--- config.mk ---
export PLATFORM = sky130hd
export DESIGN_NAME = rcv_multimode_counter
export DESIGN_NICKNAME = d
export VERILOG_FILES = /design/src/rtl/rcv_multimode_counter.sv
export SDC_FILE = /design/constraint.sdc
export NUM_CORES = 1
export LEC_CHECK = 0
export CAP_MARGIN = 20
export CORE_UTILIZATION = 55
export DETAILED_ROUTE_END_ITERATION = 7
export MAX_ROUTING_LAYER = met4
export PLACE_DENSITY = 0.89
export SLEW_MARGIN = 20
export SYNTH_ARGS = -nofsm -noshare
export SYNTH_HDL_FRONTEND = slang
export SYNTH_SLANG_ARGS = --single-unit
--- constraint.sdc ---
create_clock -name clk -period 3.4 [get_ports clk]
set_input_delay 0.51 -clock clk [delete_from_list [all_inputs] [get_ports clk]]
set_output_delay 0.51 -clock clk [all_outputs]
set_load 0.01 [all_outputs]
--- src/rtl/rcv_multimode_counter.sv ---
// Purpose: multi-mode counter (wrap up/down, saturate, one-shot) with load, rollover flag/pulse, done flag.
// Latency: all outputs registered; a step, load or clear is visible one clk after the qualifying cycle.
// Backpressure: none; count_enable is a request, ignored in DONE, when rollover_val==0 or while prescaling.
// Build option: define CNT_PRESCALE_EN to add prescale_div and a PRESCALE_BITS-wide step prescaler.
module rcv_multimode_counter #(
    parameter int NUM_CNT_BITS  = 4
`ifdef CNT_PRESCALE_EN
    ,
    parameter int PRESCALE_BITS = 3
`endif
) (
    input  logic                      clk,
    input  logic                      n_rst,
    input  logic                      clear,
    input  logic                      load,
    input  logic                      count_enable,
    input  logic [1:0]                mode,
    input  logic [NUM_CNT_BITS-1:0]   load_val,
    input  logic [NUM_CNT_BITS-1:0]   rollover_val,
`ifdef CNT_PRESCALE_EN
    input  logic [PRESCALE_BITS-1:0]  prescale_div,
`endif
    output logic [NUM_CNT_BITS-1:0]   count_out,
    output logic                      rollover_flag,
    output logic                      rollover_pulse,
    output logic                      done
);

    localparam logic [1:0] MODE_WRAP_UP   = 2'b00;
    localparam logic [1:0] MODE_WRAP_DOWN = 2'b01;
    localparam logic [1:0] MODE_ONE_SHOT  = 2'b11;
    localparam logic [NUM_CNT_BITS-1:0] CNT_ONE = NUM_CNT_BITS'(1);

    typedef enum logic {ST_RUN, ST_DONE} state_t;

    state_t                    state_q, state_d;
    logic [NUM_CNT_BITS-1:0]   count_q, count_d;
    logic                      flag_q, flag_d;
    logic                      pulse_q, pulse_d;
    logic [NUM_CNT_BITS-1:0]   terminal;
    logic [NUM_CNT_BITS-1:0]   step_val;
    logic                      step_qual;
    logic                      step_fire;

    // Down-counting wraps through 1, so its terminal is fixed; up modes end at rollover_val.
    assign terminal = (mode == MODE_WRAP_DOWN) ? CNT_ONE : rollover_val;

    // An enable only counts when nothing higher-priority is happening and a terminal exists.
    assign step_qual = count_enable && !clear && !load &&
                       (state_q == ST_RUN) && (rollover_val != '0);

`ifdef CNT_PRESCALE_EN
    logic [PRESCALE_BITS-1:0] presc_q, presc_d;

    // Prescaler: every (prescale_div+1)-th qualified enable becomes a step.
    always_comb begin
        presc_d   = presc_q;
        step_fire = 1'b0;
        if (clear || load) begin
            presc_d = '0;
        end else if (step_qual) begin
            if (presc_q == prescale_div) begin
                presc_d   = '0;
                step_fire = 1'b1;
            end else begin
                presc_d = presc_q + PRESCALE_BITS'(1);
            end
        end
    end

    // Prescaler register.
    always_ff @(posedge clk or negedge n_rst) begin
        if (!n_rst) begin
            presc_q <= '0;
        end else begin
            presc_q <= presc_d;
        end
    end
`else
    assign step_fire = step_qual;
`endif

    // Candidate count after one step in the current mode (modulo 2^NUM_CNT_BITS).
    always_comb begin
        step_val = count_q;
        case (mode)
            MODE_WRAP_UP:   step_val = (count_q >= rollover_val) ? CNT_ONE : count_q + CNT_ONE;
            MODE_WRAP_DOWN: step_val = (count_q <= CNT_ONE) ? rollover_val : count_q - CNT_ONE;
            // SAT_UP and ONE_SHOT both climb to rollover_val and hold there.
            default:        step_val = (count_q < rollover_val) ? count_q + CNT_ONE : count_q;
        endcase
    end

    // Next-state and output logic: clear > load > step; pulse is a single-cycle event.
    always_comb begin
        state_d = state_q;
        count_d = count_q;
        flag_d  = flag_q;
        pulse_d = 1'b0;
        if (clear) begin
            count_d = '0;
            flag_d  = 1'b0;
            state_d = ST_RUN;
        end else if (load) begin
            count_d = load_val;
            flag_d  = (load_val == terminal);
            state_d = ST_RUN;
        end else if (count_enable && (state_q == ST_RUN) && (rollover_val == '0)) begin
            // No terminal to count toward: count holds and the flag is dropped.
            flag_d = 1'b0;
        end else if (step_fire) begin
            count_d = step_val;
            flag_d  = (step_val == terminal);
            pulse_d = (step_val == terminal) && (count_q != terminal);
            if ((mode == MODE_ONE_SHOT) && (step_val == rollover_val)) begin
                state_d = ST_DONE;
            end
        end
    end

    // State and output registers.
    always_ff @(posedge clk or negedge n_rst) begin
        if (!n_rst) begin
            state_q <= ST_RUN;
            count_q <= '0;
            flag_q  <= 1'b0;
            pulse_q <= 1'b0;
        end else begin
            state_q <= state_d;
            count_q <= count_d;
            flag_q  <= flag_d;
            pulse_q <= pulse_d;
        end
    end

    assign count_out      = count_q;
    assign rollover_flag  = flag_q;
    assign rollover_pulse = pulse_q;
    assign done           = (state_q == ST_DONE);

endmodule

Yosys cells after proc, flatten, opt, wreduce, memory -nomap -nowiden
Cells that the tools add are included.
{ "totals": {"register_bits": 7, "output_inout_bits": 7, "elab_cells": 57} }
{ "op_classes": {"addsub": 2, "order_cmp": 3, "eq_ne": 7, "muxes": 22, "bitwise": 1, "n_reduce_logical": 18} }
{ "op_table": {"columns": ["operator", "n"], "rows": [
  ["2-to-1 mux 4 bit", 8],
  ["2-to-1 mux 1 bit", 13],
  ["== test 4 bit", 3],
  ["logical AND 1 bit", 8],
  ["one-hot mux 4 bit (2 select lines)", 1],
  ["nonzero test 4 bit", 2],
  ["nonzero test 3 bit", 2],
  ["adder 4 x 1 -> 4 bit, second input constant", 1],
  [">= comparator 4 bit", 1],
  ["<= comparator 4 x 1 -> 1 bit, second input constant", 1],
  ["logical NOT 4 bit", 1],
  ["less-than comparator 4 bit", 1],
  ["!= test 4 bit", 1],
  ["subtractor 4 x 1 -> 4 bit, second input constant", 1],
  ["!= test 3 bit, second input constant", 1],
  ["AND reduction 3 bit", 1],
  ["== test 2 x 1 -> 1 bit, second input constant", 1],
  ["== test 2 bit, second input constant", 1],
  ["logical NOT 1 bit", 2],
  ["logical NOT 2 bit", 1],
  ["AND reduction 2 bit", 1],
  ["NOT 1 bit", 1]
]} }

Longest topological paths before layout
{ "depth": {"word_depth": 10, "mapped_depth": 11, "mapped_depth_nobuf": 9} }

Worst setup path before layout
OpenSTA, ideal clock, no wires.
{ "synth_timing": {"kind": "input port to flip-flop", "startpoint": "input port rollover_val[1]", "endpoint": "register flag_q (netlist: rollover_flag)", "setup_ns": 0.065, "t_arrival_ns": 2.595, "required_ns": 3.335, "setup_slack_ns": 0.739, "cell_stages": 10, "path_buffers": 1, "cell_sequence": "clkbuf_1 -> inv_1 -> ha_1 -> nor2b_1 -> o211ai_2 -> a31oi_1 -> a311o_1 -> a31oi_1 -> nor3b_1 -> a31o_1"} }
{ "synth_via": {"elab_chain_cells": 8} }
{ "synth_lines": {"columns": ["item", "line", "rtl"], "rows": [
  ["start: declaration", "19", "input logic [NUM_CNT_BITS-1:0] rollover_val,"],
  ["less-than comparator 4 bit or >= comparator 4 bit (tied branches)", "90, 87", null],
  ["2-to-1 mux 4 bit (on tied branches)", "90, 87", null],
  ["one-hot mux 4 bit (2 select lines)", "86", "case (mode)"],
  ["== test 4 bit", "113", "flag_d = (step_val == terminal);"],
  ["2-to-1 mux 1 bit", "111", "end else if (step_fire) begin"],
  ["2-to-1 mux 1 bit", "108", "end else if (count_enable && (state_q == ST_RUN) && (rollover_val == '0)) begin"],
  ["2-to-1 mux 1 bit", "104", "end else if (load) begin"],
  ["2-to-1 mux 1 bit", "100", "if (clear) begin"],
  ["end signal: assignment", "131", "flag_q <= flag_d;"],
  ["end: declaration", "38", "logic flag_q, flag_d;"]
]} }
Several ways; a longest one is shown, not always the timed one. The select of a mux whose other input is x is not followed.
A chain may end at the register's enable or synchronous reset.

Worst setup path in the final report
Ends and elaborated chain as after synthesis.

==> impl_metrics.sql <==
INSERT INTO impl_metrics (metric_group, metric, value, unit) VALUES
('clocking', 'tritoncts', 'built', ''),
('power_and_ir_drop', 'switching_power', '0.000147', 'W'),
('power_and_ir_drop', 'post-layout-total-power', '0.000366', 'W'),
('timing', 'grt_setup_unrepaired', 'false', ''),
('route', 'routed_wire_length_per_instance', '17.7', 'µm'),
('clocking', 'sinks_on_clock_net', '7', ''),
('run', 'drv.max_cap_violation_count', '0', ''),
('route', 'drt_wl_total', '3200', 'µm'),
('timing', 'final-hold-violation-count', '0', ''),
('logic_synthesis', 'ys_warn_count', '0', ''),
('clocking', 'clock_tree.root_cell', 'sky130_fd_sc_hd__clkbuf_4', ''),
('clocking', 'post-cts-setup-buffer-count', '0', ''),
('placement', 'detail_placement_hpwl', '2470', 'µm'),
('power_and_ir_drop', 'internal_power', '0.000218', 'W'),
('route', 'vias_per_cell', '6.71', ''),
('route', 'drt-pass1-iter-count', '8', ''),
('clocking', 'htree_levels', '1', ''),
('global_route', 'grt_overflow', '0', ''),
('timing', 'drv_slew', '0', ''),
('hold_path', 'min_delay_path_depth', '1', ''),
('power_and_ir_drop', 'p_clk_frac', '0.216', ''),
('logic_synthesis', 'yosys_register_bits', '7', ''),
('setup_path', 'timing.critical_path.from_type', 'primary input', ''),
('cells_and_area', 'layout_commonest_cell', 'sky130_fd_sc_hd__clkdlybuf4s50_1', ''),
('die', 'height_of_the_die', '46.6', 'µm'),
('placement', 'dpl.cell_count', '177', ''),
('logic_synthesis', 'async_flop_share', '1.00', ''),
('setup_path', 'r2r_start', 'count_out[0]', ''),
('logic_synthesis', 'synth.largest_area_cell', 'sky130_fd_sc_hd__dfrtp_1', ''),
('setup_path', 'regToRegEndpoint', 'rollover_flag', ''),
('timing', 'finalSetupViolations', '0', ''),
('cells_and_area', 'finalNonFillerCells', '181', ''),
('route', 'antenna_violating_nets_post_route', '0', ''),
('logic_synthesis', 'yosys_most_used_dff', 'sky130_fd_sc_hd__dfrtp_1', ''),
('clocking', 'ctsHoldBuffers', '0', ''),
('clocking', 'cts.clk_slew.worst_paths', '0.06', 'ns'),
('global_route', 'grt_pass1_wl', '5100', 'µm'),
('hold_path', 'holdCritStartpoint', 'done', ''),
('power_and_ir_drop', 'p_comb_frac', '0.508', ''),
('die', 'floorplan.die_area', '0.00217', 'mm²'),
('placement', 'port-buffer-count', '21', ''),
('cells_and_area', 'fin_util', '0.735', ''),
('power_and_ir_drop', 'power_density', '276', 'mW/mm²'),
('setup_path', 'ff2ff_path_depth', '8', ''),
('logic_synthesis', 'post-synth-top-area-fraction', '0.160', ''),
('route', 'drt-initial-drc-count', '62', ''),
('clocking', 'post_cts_resized', '0', ''),
('cells_and_area', 'layout_common_cells', '21 x sky130_fd_sc_hd__clkdlybuf4s50_1, 15 x sky130_fd_sc_hd__nor2_1, 9 x sky130_fd_sc_hd__inv_1', ''),
('hold_path', 'holdCritPathClass', 'flop to flop', ''),
('timing', 'maxClockFrequency', '350', 'MHz'),
('die', 'core.rowCount', '15', ''),
('logic_synthesis', 'synth_fp_nets', '157', ''),
('cells_and_area', 'share_of_cells_above_drive_strength_1', '0.122', ''),
('cells_and_area', 'area.growth.synth_to_final', '21.1', '%'),
('timing', 'worst_hold_slack', '0.519', 'ns'),
('hold_path', 'whs_endpoint', 'done', ''),
('logic_synthesis', 'synthAdderAreaFrac', '0.0801', ''),
('timing', 'totalNegativeSetupSlack', '0', 'ns'),
('setup_path', 'critPathCaptureType', 'flop', ''),
('die', 'top_level_ports', '22', ''),
('timing', 'period_needed', '2.86', 'ns'),
('clocking', 'cts_buffers', '3', ''),
('die', 'floorplan.initialDensity', '0.607', ''),
('logic_synthesis', 'post_synth_mux_area_share', '0.0378', ''),
('logic_synthesis', 'edff_count_synth', '0', ''),
('logic_synthesis', 'compound_cell_area_share_of_the_yosys_netlist', '0.334', ''),
('route', 'vias', '1214', ''),
('logic_synthesis', 'cells_after_synth', '135', ''),
('die', 'die_width', '46.6', 'µm'),
('status', 'run_status', 'complete, no violations', ''),
('timing', 'worst_clock_skew', '0.00162', 'ns');
## worst max path at each step
stage	start	to	slack, ns
6_report	rollover_val[1]	rollover_flag	0.54
4_1_cts	rollover_val[1]	rollover_flag	0.58
5_1_grt	rollover_val[1]	rollover_flag	0.42
2_1_floorplan	rollover_val[1]	rollover_flag	0.74
3_5_place_dp	rollover_val[1]	rollover_flag	0.31
3_3_place_gp	rollover_val[1]	rollover_flag	0.46
## power by group through the flow
stage	sequential [W]	combinational (W)	clock (W)
2_1_floorplan	0.0000957	0.000134	0
3_3_place_gp	0.000101	0.000173	0
3_5_place_dp	0.000102	0.000181	0
4_1_cts	0.000100	0.000182	0.0000790
5_1_grt	0.000101	0.000202	0.0000841
6_report	0.000101	0.000186	0.0000790
## cells by family (layout without fill, tap and decap cells)
| group | Yosys count | count (layout) |
|---|---|---|
| xor+xnor | 9 | 9 |
| fa+ha+maj | 7 | 7 |
| mux | 4 | 4 |
| flops | 7 | 7 |
| compound gates | 47 | 47 |
| simple gates | 43 | 43 |
| buf+inv | 18 | 39 |
## layout make-up
class,count,area (µm²)
multi-input combinational,110,810
fill,158,478
timing repair buffer,26,248
sequential,7,175
inverter,9,33.8
tap,25,31.3
clock buffer,4,26.3
## synth_stat cells (3+ instances only)
cell type,instances
sky130_fd_sc_hd__a21oi_1,8
sky130_fd_sc_hd__clkbuf_1,3
sky130_fd_sc_hd__nor2_1,15
sky130_fd_sc_hd__ha_1,7
sky130_fd_sc_hd__xnor2_1,7
sky130_fd_sc_hd__a31oi_1,6
sky130_fd_sc_hd__inv_1,9
sky130_fd_sc_hd__nand2_1,8
sky130_fd_sc_hd__dfrtp_1,7
sky130_fd_sc_hd__buf_6,5
sky130_fd_sc_hd__o21ai_0,8
sky130_fd_sc_hd__mux2i_1,3
## worst max-delay path, cell delays in order
cell	delay (ns)
sky130_fd_sc_hd__clkdlybuf4s50_1	0.47
sky130_fd_sc_hd__inv_1	0.08
sky130_fd_sc_hd__ha_1	0.31
sky130_fd_sc_hd__nor2b_1	0.16
sky130_fd_sc_hd__o211ai_2	0.27
sky130_fd_sc_hd__a31oi_1	0.22
sky130_fd_sc_hd__a311o_1	0.41
sky130_fd_sc_hd__a31oi_1	0.20
sky130_fd_sc_hd__nor3b_1	0.25
sky130_fd_sc_hd__a31o_1	0.17
## stage by stage
step | setup WS [ns] | cell area (µm²)
5_1_grt | 0.424 | 1320
3_3_place_gp | 0.465 | 1300
6_report | 0.541 | 1320
4_1_cts | 0.578 | 1320
3_5_place_dp | 0.307 | 1300
2_1_floorplan | 0.739 | 1090
## layer usage
layer	part of all wire	GRT usage
met2	0.49	0.575
met4	0.038	0.118
met1	0.38	0.393
met5	0	-
met3	0.092	0.0941
## sequential cells by signal, indices dropped and copies added (netlist names)
register        count
count_out           4
done                1
rollover_flag       1
rollover_pulse      1
Power figures use the tool's default switching activity.
